--- src/rtl/core_pkg.sv ---
// Shared core definitions: datapath width, reset PC, bubble/NOP encodings,
// main-decoder opcode constants and the IF/ID pipeline bundle.
package core_pkg;

  localparam int          XLEN     = 32;
  localparam logic [31:0] RESET_PC = 32'h0000_0000;

  // The all-zero word decodes to all-zero controls, so it is a safe bubble.
  // NOP is the architectural addi x0,x0,0 and is distinct from a bubble.
  localparam logic [31:0] BUBBLE   = 32'h0000_0000;
  localparam logic [31:0] NOP      = 32'h0000_0013;

  // Main-decoder opcodes (InstrD[6:0]).
  localparam logic [6:0] OP_LOAD   = 7'b0000011;
  localparam logic [6:0] OP_ITYPE  = 7'b0010011;
  localparam logic [6:0] OP_AUIPC  = 7'b0010111;
  localparam logic [6:0] OP_STORE  = 7'b0100011;
  localparam logic [6:0] OP_RTYPE  = 7'b0110011;
  localparam logic [6:0] OP_LUI    = 7'b0110111;
  localparam logic [6:0] OP_BRANCH = 7'b1100011;
  localparam logic [6:0] OP_JALR   = 7'b1100111;
  localparam logic [6:0] OP_JAL    = 7'b1101111;

  typedef struct packed {
    logic [31:0]     instr;
    logic [XLEN-1:0] pc;
    logic [XLEN-1:0] pcplus4;
    logic            valid;
  } if_id_t;

  function automatic logic [6:0] opcode_of(input logic [31:0] instr);
    return instr[6:0];
  endfunction

endpackage

--- src/rtl/fetch_stage_if_id_reg.sv ---
// IF/ID pipeline register.
// Ports:
//   clk, reset : clock, asynchronous active-high reset
//   flush      : replace instruction with bubble (overrides stall)
//   stall      : hold the whole bundle
//   bubble     : no usable fetch this cycle (wait state or redirect)
//   d          : bundle presented by the fetch stage
//   q          : registered bundle for decode
module if_id_reg
  import core_pkg::*;
#(
  parameter logic [31:0] BUBBLE_W = core_pkg::BUBBLE
) (
  input  logic   clk,
  input  logic   reset,
  input  logic   flush,
  input  logic   stall,
  input  logic   bubble,
  input  if_id_t d,
  output if_id_t q
);

  // ---- IF -> ID boundary ----
  // Flush and bubble keep the PC fields: only the instruction and its
  // valid flag are meaningful once a slot has been squashed.
  always_ff @(posedge clk or posedge reset) begin
    if (reset) begin
      q <= '{instr: BUBBLE_W, pc: '0, pcplus4: '0, valid: 1'b0};
    end else if (flush) begin
      q.instr <= BUBBLE_W;
      q.valid <= 1'b0;
    end else if (!stall) begin
      if (bubble) begin
        q.instr <= BUBBLE_W;
        q.valid <= 1'b0;
      end else begin
        q <= d;
      end
    end
  end

endmodule

--- src/rtl/fetch_stage.sv ---
// Instruction-fetch stage with IF/ID register.
// Ports:
//   clk, reset            : clock, asynchronous active-high reset
//   StallF, StallD, FlushD: hazard-unit controls
//   PCSrcE, PCTargetE     : taken branch/jump redirect from Execute
//   imem_addr             : fetch address (= PCF)
//   imem_rdata, imem_valid: instruction word and its valid (low = wait)
//   InstrD, PCD, PCPlus4D, ValidD : decode-stage bundle
//   MisalignE             : one-cycle pulse after a misaligned redirect
module fetch_stage
  import core_pkg::*;
#(
  parameter int          XLEN     = core_pkg::XLEN,
  parameter logic [31:0] RESET_PC = core_pkg::RESET_PC,
  parameter logic [31:0] BUBBLE   = core_pkg::BUBBLE
) (
  input  logic            clk,
  input  logic            reset,
  input  logic            StallF,
  input  logic            StallD,
  input  logic            FlushD,
  input  logic            PCSrcE,
  input  logic [XLEN-1:0] PCTargetE,
  output logic [XLEN-1:0] imem_addr,
  input  logic [31:0]     imem_rdata,
  input  logic            imem_valid,
  output logic [31:0]     InstrD,
  output logic [XLEN-1:0] PCD,
  output logic [XLEN-1:0] PCPlus4D,
  output logic            ValidD,
  output logic            MisalignE
);

  logic [XLEN-1:0] pc_p0;
  logic [XLEN-1:0] pc_next;
  logic [XLEN-1:0] pcplus4_p0;
  logic [XLEN-1:0] redirect_pc;
  logic            misalign_p1;
  logic            bubble_p0;
  if_id_t          load_p0;
  if_id_t          ifid_p1;

  assign imem_addr   = pc_p0;
  assign pcplus4_p0  = pc_p0 + XLEN'(4);
  assign redirect_pc = {PCTargetE[XLEN-1:2], 2'b00};

  // A redirect beats both stall and wait: whatever sits in D is wrong-path.
  always_comb begin
    pc_next = pcplus4_p0;
    if (PCSrcE) begin
      pc_next = redirect_pc;
    end else if (StallF || !imem_valid) begin
      pc_next = pc_p0;
    end
  end

  // ---- PC register ----
  always_ff @(posedge clk or posedge reset) begin
    if (reset) begin
      pc_p0 <= RESET_PC[XLEN-1:0];
    end else begin
      pc_p0 <= pc_next;
    end
  end

  // ---- Misalign pulse, registered alongside the redirect ----
  always_ff @(posedge clk or posedge reset) begin
    if (reset) begin
      misalign_p1 <= 1'b0;
    end else begin
      misalign_p1 <= PCSrcE && (PCTargetE[1:0] != 2'b00);
    end
  end

  // The fetched word is unusable on a wait state, and wrong-path on redirect.
  assign bubble_p0 = !imem_valid || PCSrcE;
  assign load_p0   = '{instr: imem_rdata, pc: pc_p0, pcplus4: pcplus4_p0, valid: 1'b1};

  if_id_reg #(
    .BUBBLE_W (BUBBLE)
  ) u_if_id (
    .clk    (clk),
    .reset  (reset),
    .flush  (FlushD),
    .stall  (StallD),
    .bubble (bubble_p0),
    .d      (load_p0),
    .q      (ifid_p1)
  );

  assign InstrD    = ifid_p1.instr;
  assign PCD       = ifid_p1.pc;
  assign PCPlus4D  = ifid_p1.pcplus4;
  assign ValidD    = ifid_p1.valid;
  assign MisalignE = misalign_p1;

endmodule

--- config.mk ---
export PLATFORM = sky130hd
export DESIGN_NAME = fetch_stage
export DESIGN_NICKNAME = d
export VERILOG_FILES = /design/src/rtl/core_pkg.sv /design/src/rtl/fetch_stage_if_id_reg.sv /design/src/rtl/fetch_stage.sv
export SDC_FILE = /design/constraint.sdc
export NUM_CORES = 1
export LEC_CHECK = 0
export CORE_MARGIN = 5
export CORE_UTILIZATION = 45
export DETAILED_ROUTE_END_ITERATION = 8
export HOLD_SLACK_MARGIN = 0.12
export PLACE_DENSITY = 0.79
export SYNTH_ARGS = -nofsm -noshare
export SYNTH_HDL_FRONTEND = slang
export SYNTH_SLANG_ARGS = --single-unit
--- constraint.sdc ---
create_clock -name clk -period 4.68 [get_ports clk]
set_input_delay 0.468 -clock clk [delete_from_list [all_inputs] [get_ports clk]]
set_output_delay 0.468 -clock clk [all_outputs]
set_load 0.01 [all_outputs]
* Word-level counts from Yosys, hierarchy flattened
Index checks and enable logic that the tools add are counted.
** Word-level totals
- Register bits :: 130
- Word-level logic and storage cells :: 26
** Cells by class
- $add $sub $neg :: 1
- Equal/unequal tests :: 2
- Muxes and demuxes :: 8
- Bitwise operators :: 3
- Reduce and logical (&&, ||, !) cells :: 6
** Operators with widths (count)
- $mux 32 :: 4
- $mux 97 :: 1
- $mux 64 :: 1
- $add 32x3->32 const B :: 1
- $not 1->1 :: 3
- $reduce_and 3->1 :: 1
- $logic_or 1x1->1 :: 2
- $mux 1 :: 2
- $ne 2x1->1 const B :: 1
- $ne 2x2->1 const B :: 1
- $reduce_bool 2->1 :: 1
- $logic_and 1x1->1 :: 1
- $logic_not 1->1 :: 1

* Depth between registers and ports, before layout
Gate-level depths: netlist of run 1.
- Depth after elaboration :: 5
- Depth in mapped cells :: 6
- Depth with buffers taken out :: 6

* Modules after synthesis
Synthesis of run 1 repeated with hierarchy kept, for this count alone.
** Unflattened totals
- Cell total of the unflattened synthesis :: 565
- Area total of the unflattened synthesis :: 6137.1 um2
** Modules (own cells, without submodules)
- if_id_reg :: times used 1, cells an instance 282, area an instance 3872.5 um2, sequential area each 2427.3 um2
- fetch_stage :: times used 1, cells an instance 283, area an instance 2264.7 um2, sequential area each 775.7 um2

* Least setup slack after synthesis of run 1
OpenSTA, ideal clock, no wires.
- Path type :: register -> register
- From :: reg pc_p0[2] (netlist: imem_addr[2])
- To :: reg pc_p0[20] (netlist: imem_addr[20])
- Library setup time :: 0.135 ns
- Arrival :: 1.794 ns
- Setup slack :: 2.751 ns
- Cell stages (with the launch flop) :: 7
- Path buffers :: 0
- Path through :: dfrtp_1 -> ha_1 -> nand3_1 -> nor4_4 -> nand4_1 -> xnor2_1 -> o21ai_0
** Between the ends
- Longest elaborated chain between the ends :: 3
** Ends and longest elaborated chain
- start: declaration :: RTL line fetch_stage.sv:34 : logic [XLEN-1:0] pc_p0;
- start signal: assignment :: RTL line fetch_stage.sv:60 : pc_p0 <= RESET_PC[XLEN-1:0];
- start signal: assignment :: RTL line fetch_stage.sv:62 : pc_p0 <= pc_next;
- $add 32x3->32 :: RTL line fetch_stage.sv:44 : assign pcplus4_p0 = pc_p0 + XLEN'(4);
- $mux 32 :: RTL line fetch_stage.sv:52 : end else if (StallF || !imem_valid) begin
- $mux 32 :: RTL line fetch_stage.sv:50 : if (PCSrcE) begin
Every way passes these cells. The select of a mux whose other input is x is not followed.
A chain may end at the register's enable or synchronous reset.

* Final worst setup path of run 1
- From :: reg pc_p0[2] (netlist: imem_addr[2])
- To :: reg u_if_id.q[21] (netlist bit)
** Between the ends
- Longest elaborated chain between the ends :: 1
** Ends and longest elaborated chain
- $add 32x3->32 :: RTL line fetch_stage.sv:44
- end signal: assignment :: RTL line fetch_stage_if_id_reg.sv:28 : q <= '{instr: BUBBLE_W, pc: '0, pcplus4: '0, valid: 1'b0};
- end: declaration :: RTL line fetch_stage_if_id_reg.sv:20 : output if_id_t q
Every way passes these cells.

==> results of run 1 <==
[synthesized netlist by cell type (4+ instances only)]
| library cell | n |
|---|---|
| a22o_1 | 32 |
| buf_2 | 15 |
| buf_4 | 8 |
| clkbuf_1 | 27 |
| dfrtp_1 | 124 |
| inv_1 | 4 |
| nand2_1 | 168 |
| nand3_1 | 25 |
| nand4_1 | 8 |
| nor2_1 | 11 |
| nor4_4 | 5 |
| o21ai_0 | 52 |
| o21ai_1 | 10 |
| xnor2_1 | 20 |
| xor2_1 | 37 |
[state kept, by name, summed over array words and instances, names as in the netlist]
signal     cells
MisalignE      1
u_if_id.q     93
imem_addr     30
[report_power, final]
part	switching, W	internal, W
Clock	0.000465	0.000765
Combinational	0.000279	0.000355
Sequential	0.000131	0.00121
Total	0.000874	0.00233
[kinds of logic after synthesis]
family / count (synthesis)
and+or+nand+nor: 238
DFF: 124
AOI/OAI and AO/OA: 95
xor gates and xnor gates: 57
buffers and inverters: 56
adders and majority gates: 1
other: 1
muxes: 1
[worst max path at each step]
stage,startpoint,to,slack (ns),cells past startpoint
5_1_grt,imem_addr[2],u_if_id.q[21],2.23,6
3_5_place_dp,StallD,u_if_id.q[16],2.32,4
4_1_cts,imem_addr[2],u_if_id.q[21],2.43,6
3_3_place_gp,imem_valid,u_if_id.q[22],2.39,4
6_report,imem_addr[2],u_if_id.q[21],2.40,6
2_1_floorplan,reset,MisalignE,0.91,1
[routing by layer]
metal | part of all wire | wire length (um) | vias up | GRT usage
met5 | 0 | 0 | - | 0
met4 | 0.019 | 325 | 0 | 0.0770
met3 | 0.098 | 1650 | 25 | 0.0942
met2 | 0.48 | 8110 | 223 | 0.372
met1 | 0.40 | 6760 | 2341 | 0.283
li1 | - | - | 2241 | -
[worst max-delay path, delay by kind of cell (launching register included)]
family | cells | cell delay, ns
AND/OR/NAND/NOR | 3 | 1.10
flip-flops | 1 | 0.48
adder cells (fa/ha/maj) | 1 | 0.26
XOR/XNOR | 1 | 0.20
AO/OA/AOI/OAI | 1 | 0.09
[area by class of cell]
class | count | area, um^2 | share of cell area
Tap cell | 168 | 210 | 0.0258
Inverter | 4 | 17.5 | 0.00215
Clock buffer | 24 | 482 | 0.0591
Timing Repair Buffer | 199 | 1970 | 0.242
Sequential cell | 124 | 3100 | 0.381
Clock inverter | 7 | 65.1 | 0.00798
Multi-Input combinational cell | 398 | 2300 | 0.282
[through the flow]
stage | total power (W) | cells
5_1_grt | 0.00332 | 924
4_1_cts | 0.00321 | 924
3_3_place_gp | 0.00197 | 893
3_5_place_dp | 0.00199 | 893
6_report | 0.00320 | 924
2_1_floorplan | 0.00158 | 578
[layout by cell type, fill, tap and decap left out, types with 2 or more instances in the layout]
master,count
clkbuf_1,4
nand4_2,2
nand4_1,8
nor4_1,2
clkdlybuf4s50_1,193
dfrtp_1,124
nor3_1,2
nor3_2,2
clkinvlp_4,2
and4_1,2
nand3_1,25
nor4_4,5
o21ai_1,10
a22o_1,32
xnor2_1,20
buf_4,5
clkbuf_8,3
conb_1,6
xor2_1,37
o21ai_0,52
nand2_1,168
nor2_1,11
inv_1,3
clkinv_2,4
clkbuf_16,17
==> impl_results.rst, run 1 <==
.. list-table::
   :header-rows: 1

   * - Metric
     - Value
   * - Post-synthesis cell count
     - 573
   * - Placed instance area
     - 7600 um^2
   * - Global-route wire length before repair
     - 26.7 mm
   * - Worst Setup Slack, final
     - 2.40 ns
   * - Number of rows in the core area
     - 40
   * - Layout cells sized above 1
     - 0.0635
   * - Fraction of synthesized cell area in xor and xnor cells
     - 0.0886
   * - Minimum period implied by the final worst setup slack
     - 2.28 ns
   * - Number of H-tree levels
     - 4
   * - Count of flip-flops with a built-in enable after synthesis
     - 0
   * - Height of the chip
     - 122 um
   * - # diodes
     - 0
   * - Mux contribution to synthesized area
     - 0.00178
   * - Number of global-route vias before repair
     - 4989
   * - Normalized max-slew margin
     - 0.164
   * - PwrDens
     - 393 nW/um^2
   * - Clock transition time at the flip-flop clock pins of the worst setup and hold paths
     - 0.05 ns
   * - Final weighted congestion of routability-driven global placement
     - 0.855
   * - Data arrival time of the critical path
     - 2.54 ns
   * - Depth of the worst hold-timing path
     - 2
   * - Worst hold margin
     - 0.476 ns
   * - Synthesized area
     - 5630 um^2
   * - Initial DRC Count
     - 280
   * - Clk_lat worst skew
     - 0.42 ns
   * - Worst min-delay path category
     - reg -> reg
   * - Avg Inst Size Synth
     - 9.83 um^2
   * - Run status
     - finished, final reports clean
   * - Number of hold-slack violations in the final timing report
     - 0
   * - Core area
     - 12200 um^2
   * - Setup skew after layout
     - 0.0104 ns
   * - Max Fanout on Critical Path
     - 9
   * - Simple-gate share of the synthesized area
     - 0.203
   * - All-layer global routing usage
     - 0.231
   * - Share of synthesized flip-flops with an asynchronous set or reset
     - 1.00
   * - Data required time at the worst endpoint
     - 4.94 ns
   * - Yosys top cell by area
     - dfrtp_1
   * - Cell repeated most along the worst path
     - nand3_1
   * - IR Drop Worst-Case VDD
     - 0.000178 V
   * - Number of antenna violations at the first check in global routing
     - 0
   * - Total Neg Setup Slack
     - 0 ns
   * - Setup slack, reg-to-reg
     - 2.40 ns
   * - IO Port Bufs
     - 194
   * - Worst-path cell chain
     - ha_1 > nand3_1 > nor4_4 > nand3_1 > xnor2_1 > o21ai_0
   * - Length in cells of the worst reg-to-reg path
     - 6
   * - Transition time of the tightest slew-check pin
     - 1.25 ns
   * - Post-CTS repair timing setup buffer count
     - 0
   * - Cell at the slowest stage of the critical path
     - nor4_4
   * - Fill cell total of the finished layout
     - 944
   * - Primary FF master, synth
     - dfrtp_1
   * - Synth top area cells
     - dfrtp_1, nand2_1, xor2_1, a22o_1, o21ai_0
   * - Compound-gate portion of the synthesized area
     - 0.106
   * - Area enclosed by the die boundary
     - 14900 um^2
   * - Hold path startpoint
     - u_if_id.q[36]
   * - Setup-violating endpoint count in the final report
     - 0
   * - Layout Nets
     - 816
   * - Final core utilization
     - 0.670
   * - Cell leakage power
     - 3.52 nW
   * - Synthesis-stage register bit count
     - 124
   * - Final routed wire length divided by cell count
     - 18.2 um
   * - Yosys warning count
     - 0
   * - Clock root buffer
     - clkbuf_16
   * - Horizontal die dimension
     - 122 um
   * - Kind of start point of the critical path
     - flip-flop
   * - CTS-repair resized insts
     - 0
   * - End of the worst hold path
     - u_if_id.q[36]
   * - Post-Layout Inst Area
     - 8150 um^2
   * - Main combinational cell family by area after synthesis
     - simple AND/OR/NAND/NOR gates
   * - Final critical-path share of the clock period
     - 0.486
   * - Worst reg2reg path endpoint
     - u_if_id.q[21]
   * - Vias after detailed routing
     - 4830
   * - Sequential-to-total area share from yosys stat
     - 0.551
   * - Placement Setup Slack
     - 2.32 ns
   * - Remaining Overflow, GRT
     - 0
   * - Crit path capture type
     - flip-flop
   * - Post-Synth Adder-Cell Area
     - 0.00222
   * - Count of distinct cell types in the synthesized netlist
     - 34
   * - Final wirelength
     - 16.8 mm
   * - RSZ-0062 raised after global routing
     - false
   * - Start-to-end type of the worst setup path
     - reg -> reg
   * - Max Buffers Root-to-Sink
     - 2
   * - Post-route antenna net violation count
     - 0
   * - Count of max-cap constraint violations
     - 0
   * - FF-to-FF Start
     - imem_addr[2]
   * - Number of max-slew violations in the final report
     - 0
   * - Pin count of the biggest net entering global routing
     - 94
   * - Number of top-level design ports
     - 201
   * - Residual DRC count
     - 0
   * - CTS tree
     - done
   * - # clock sinks
     - 124
   * - Via-to-Cell Ratio
     - 5.23
   * - Detailed-router iteration count before antenna repair
     - 5
   * - Number of hold buffers added after CTS
     - 0
   * - Synthesis-to-layout area growth
     - 44.7%
   * - TritonCTS buffer count
     - 17
   * - Starting density of the core
     - 0.463
   * - Share of the synthesized area in the top cell type
     - 0.551
   * - Fmax
     - 0.439 GHz
   * - Estimated wirelength of the detail-placed design
     - 12.0 mm
   * - Delay of the slowest critical-path stage
     - 0.55 ns
(Power assumes the default switching activity.)
==> inputs of run 2 (changes only) <==
Clock period 4.68 ns to 2.4 ns, I/O delays scaled along.
==> run 2 against run 1 <==
Net effect: cell count up 1.3%; sequential share of layout area down 0.86 points; die area unchanged; highest routed layer unchanged.
==> impl_results.rst, run 2 (synthesized netlist as in run 1, its figures left out) <==
.. list-table::
   :header-rows: 1

   * - Metric
     - Value
   * - Run status
     - finished, final reports clean (unchanged)
   * - Setup skew after layout
     - 0.00998 ns (was 0.0104 ns)
   * - IO Port Bufs
     - 194 (unchanged)
   * - Worst min-delay path category
     - in -> async (was reg -> reg)
   * - IR Drop Worst-Case VDD
     - 0.000384 V (was 0.000178 V)
   * - Core area
     - 12200 um^2 (unchanged)
   * - Fmax
     - 0.472 GHz (was 0.439 GHz)
   * - Count of max-cap constraint violations
     - 0 (unchanged)
   * - Clock transition time at the flip-flop clock pins of the worst setup and hold paths
     - 0.06 ns (was 0.05 ns)
   * - Synthesis-to-layout area growth
     - 48.1% (was 44.7%)
   * - Post-CTS repair timing setup buffer count
     - 0 (unchanged)
   * - Final critical-path share of the clock period
     - 0.883 (was 0.486)
   * - Height of the chip
     - 122 um (unchanged)
   * - Layout cells sized above 1
     - 0.0833 (was 0.0635)
   * - Worst-path cell chain
     - ha_1 > nand3_1 > nor4_4 > nand3_1 > xor2_1 > o21ai_1 (was ha_1 > nand3_1 > nor4_4 > nand3_1 > xnor2_1 > o21ai_0)
   * - Initial DRC Count
     - 324 (was 280)
   * - Vias after detailed routing
     - 4816 (was 4830)
   * - Post-layout power
     - 0.00642 W (was 0.00320 W)
   * - # clock sinks
     - 124 (unchanged)
   * - Number of hold-slack violations in the final timing report
     - 0 (unchanged)
   * - Cell repeated most along the worst path
     - nand3_1 (unchanged)
   * - Length in cells of the worst reg-to-reg path
     - 6 (unchanged)
   * - Total Neg Setup Slack
     - 0 ns (unchanged)
   * - Clock root buffer
     - clkbuf_16 (unchanged)
   * - Transition time of the tightest slew-check pin
     - 0.718 ns (was 1.25 ns)
   * - PwrDens
     - 770 nW/um^2 (was 393 nW/um^2)
   * - CTS-repair resized insts
     - 0 (unchanged)
   * - Pin count of the biggest net entering global routing
     - 62 (was 94)
   * - Worst hold margin
     - 0.294 ns (was 0.476 ns)
   * - Detailed-router iteration count before antenna repair
     - 5 (unchanged)
   * - RSZ-0062 raised after global routing
     - false (unchanged)
   * - Area enclosed by the die boundary
     - 14900 um^2 (unchanged)
   * - Number of rows in the core area
     - 40 (unchanged)
   * - Horizontal die dimension
     - 122 um (unchanged)
   * - Remaining Overflow, GRT
     - 0 (unchanged)
   * - Final routed wire length divided by cell count
     - 17.9 um (was 18.2 um)
   * - Cell leakage power
     - 3.60 nW (was 3.52 nW)
   * - Kind of start point of the critical path
     - flip-flop (unchanged)
   * - Number of hold buffers added after CTS
     - 0 (unchanged)
   * - Starting density of the core
     - 0.463 (unchanged)
   * - # diodes
     - 0 (unchanged)
   * - Number of global-route vias before repair
     - 5030 (was 4989)
   * - All-layer global routing usage
     - 0.234 (was 0.231)
   * - Number of H-tree levels
     - 4 (unchanged)
   * - Number of antenna violations at the first check in global routing
     - 0 (unchanged)
   * - Final wirelength
     - 16.8 mm (about the same)
   * - Number of top-level design ports
     - 201 (unchanged)
   * - Setup-violating endpoint count in the final report
     - 0 (unchanged)
   * - Clk_lat worst skew
     - 0.41 ns (was 0.42 ns)
   * - Layout Nets
     - 828 (was 816)
   * - Max Fanout on Critical Path
     - 9 (unchanged)
   * - Data required time at the worst endpoint
     - 2.67 ns (was 4.94 ns)
   * - Most frequent cells in the layout
     - clkdlybuf4s50_1, nand2_1, dfrtp_1 (unchanged)
   * - Delay of the slowest critical-path stage
     - 0.49 ns (was 0.55 ns)
   * - Normalized max-slew margin
     - 0.520 (was 0.164)
   * - Via-to-Cell Ratio
     - 5.15 (was 5.23)
   * - Register containing the most flip-flops in the final layout
     - u_if_id.q (unchanged)
   * - Max Buffers Root-to-Sink
     - 2 (unchanged)
   * - Minimum period implied by the final worst setup slack
     - 2.12 ns (was 2.28 ns)
   * - Crit path capture type
     - flip-flop (unchanged)
   * - Cell at the slowest stage of the critical path
     - nor4_4 (unchanged)
   * - TritonCTS buffer count
     - 17 (unchanged)
   * - Flip-flop count of the largest register, all copies and words added
     - 93 (unchanged)
   * - Global-route wire length before repair
     - 26.9 mm (was 26.7 mm)
   * - Final weighted congestion of routability-driven global placement
     - 0.899 (was 0.855)
   * - Data arrival time of the critical path
     - 2.39 ns (was 2.54 ns)
   * - Residual DRC count
     - 0 (unchanged)
   * - CTS tree
     - done (unchanged)
   * - Most frequent standard cell in the layout excluding fill and tap cells
     - clkdlybuf4s50_1 (unchanged)
   * - Number of max-slew violations in the final report
     - 0 (unchanged)
   * - Post-route antenna net violation count
     - 0 (unchanged)
   * - Start-to-end type of the worst setup path
     - reg -> reg (unchanged)
   * - Estimated wirelength of the detail-placed design
     - 12.3 mm (was 12.0 mm)
[run 2: cell type report]
class | instances | area, um^2
Clock inverter | 12 | 141
Clock buffer | 19 | 453
Timing Repair Buffer | 211 | 2110
Multi-Input combinational cell | 398 | 2300
Tap cell | 168 | 210
Inverter | 4 | 18.8
Sequential cell | 124 | 3100
Fill cell | 917 | 3820
[run 2: worst max-delay path, delay by kind of cell (launching register included)]
kind / cells / cell delay [ns]
AO/OA/AOI/OAI: 1 / 0.09
XOR/XNOR: 1 / 0.21
adder cells (fa/ha/maj): 1 / 0.26
flip-flops: 1 / 0.46
AND/OR/NAND/NOR: 3 / 0.96
[run 2: path summary, 6_finish.rpt]
check                           slack (ns)          start            end
worst max-delay path                  0.28   imem_addr[3]  imem_addr[30]
worst min-delay path                  0.29          reset  u_if_id.q[36]
worst max register to register        0.28   imem_addr[3]  imem_addr[30]
worst min register to register        0.48  u_if_id.q[56]  u_if_id.q[56]
max in group asynchronous             1.50          reset  u_if_id.q[91]
min in group clk                      0.38  PCTargetE[14]  imem_addr[14]
[run 2: metal layers]
metal | vias up | wire [um] | share of wire | track usage
met5 | - | 0 | 0 | 0
met4 | 0 | 360 | 0.021 | 0.0798
met3 | 30 | 1650 | 0.099 | 0.0831
met2 | 235 | 7920 | 0.47 | 0.369
met1 | 2294 | 6840 | 0.41 | 0.301
li1 | 2257 | - | - | -
[run 2: power breakdown]
part / internal, W / switching [W] / leakage, nW
clock: 0.00159 / 0.000963 / 0.274
combinational: 0.000718 / 0.000571 / 1.73
sequential: 0.00235 / 0.000232 / 1.60
[run 2: through the flow]
stage,instance area [um^2],utilization,worst slack (ns),instances
6_report,8340,0.686,0.280,936
5_1_grt,8340,0.686,0.115,936
4_1_cts,8340,0.686,0.296,936
3_5_place_dp,7750,0.637,0.284,905
3_3_place_gp,7750,0.637,0.344,905
2_1_floorplan,5660,-,0.471,578
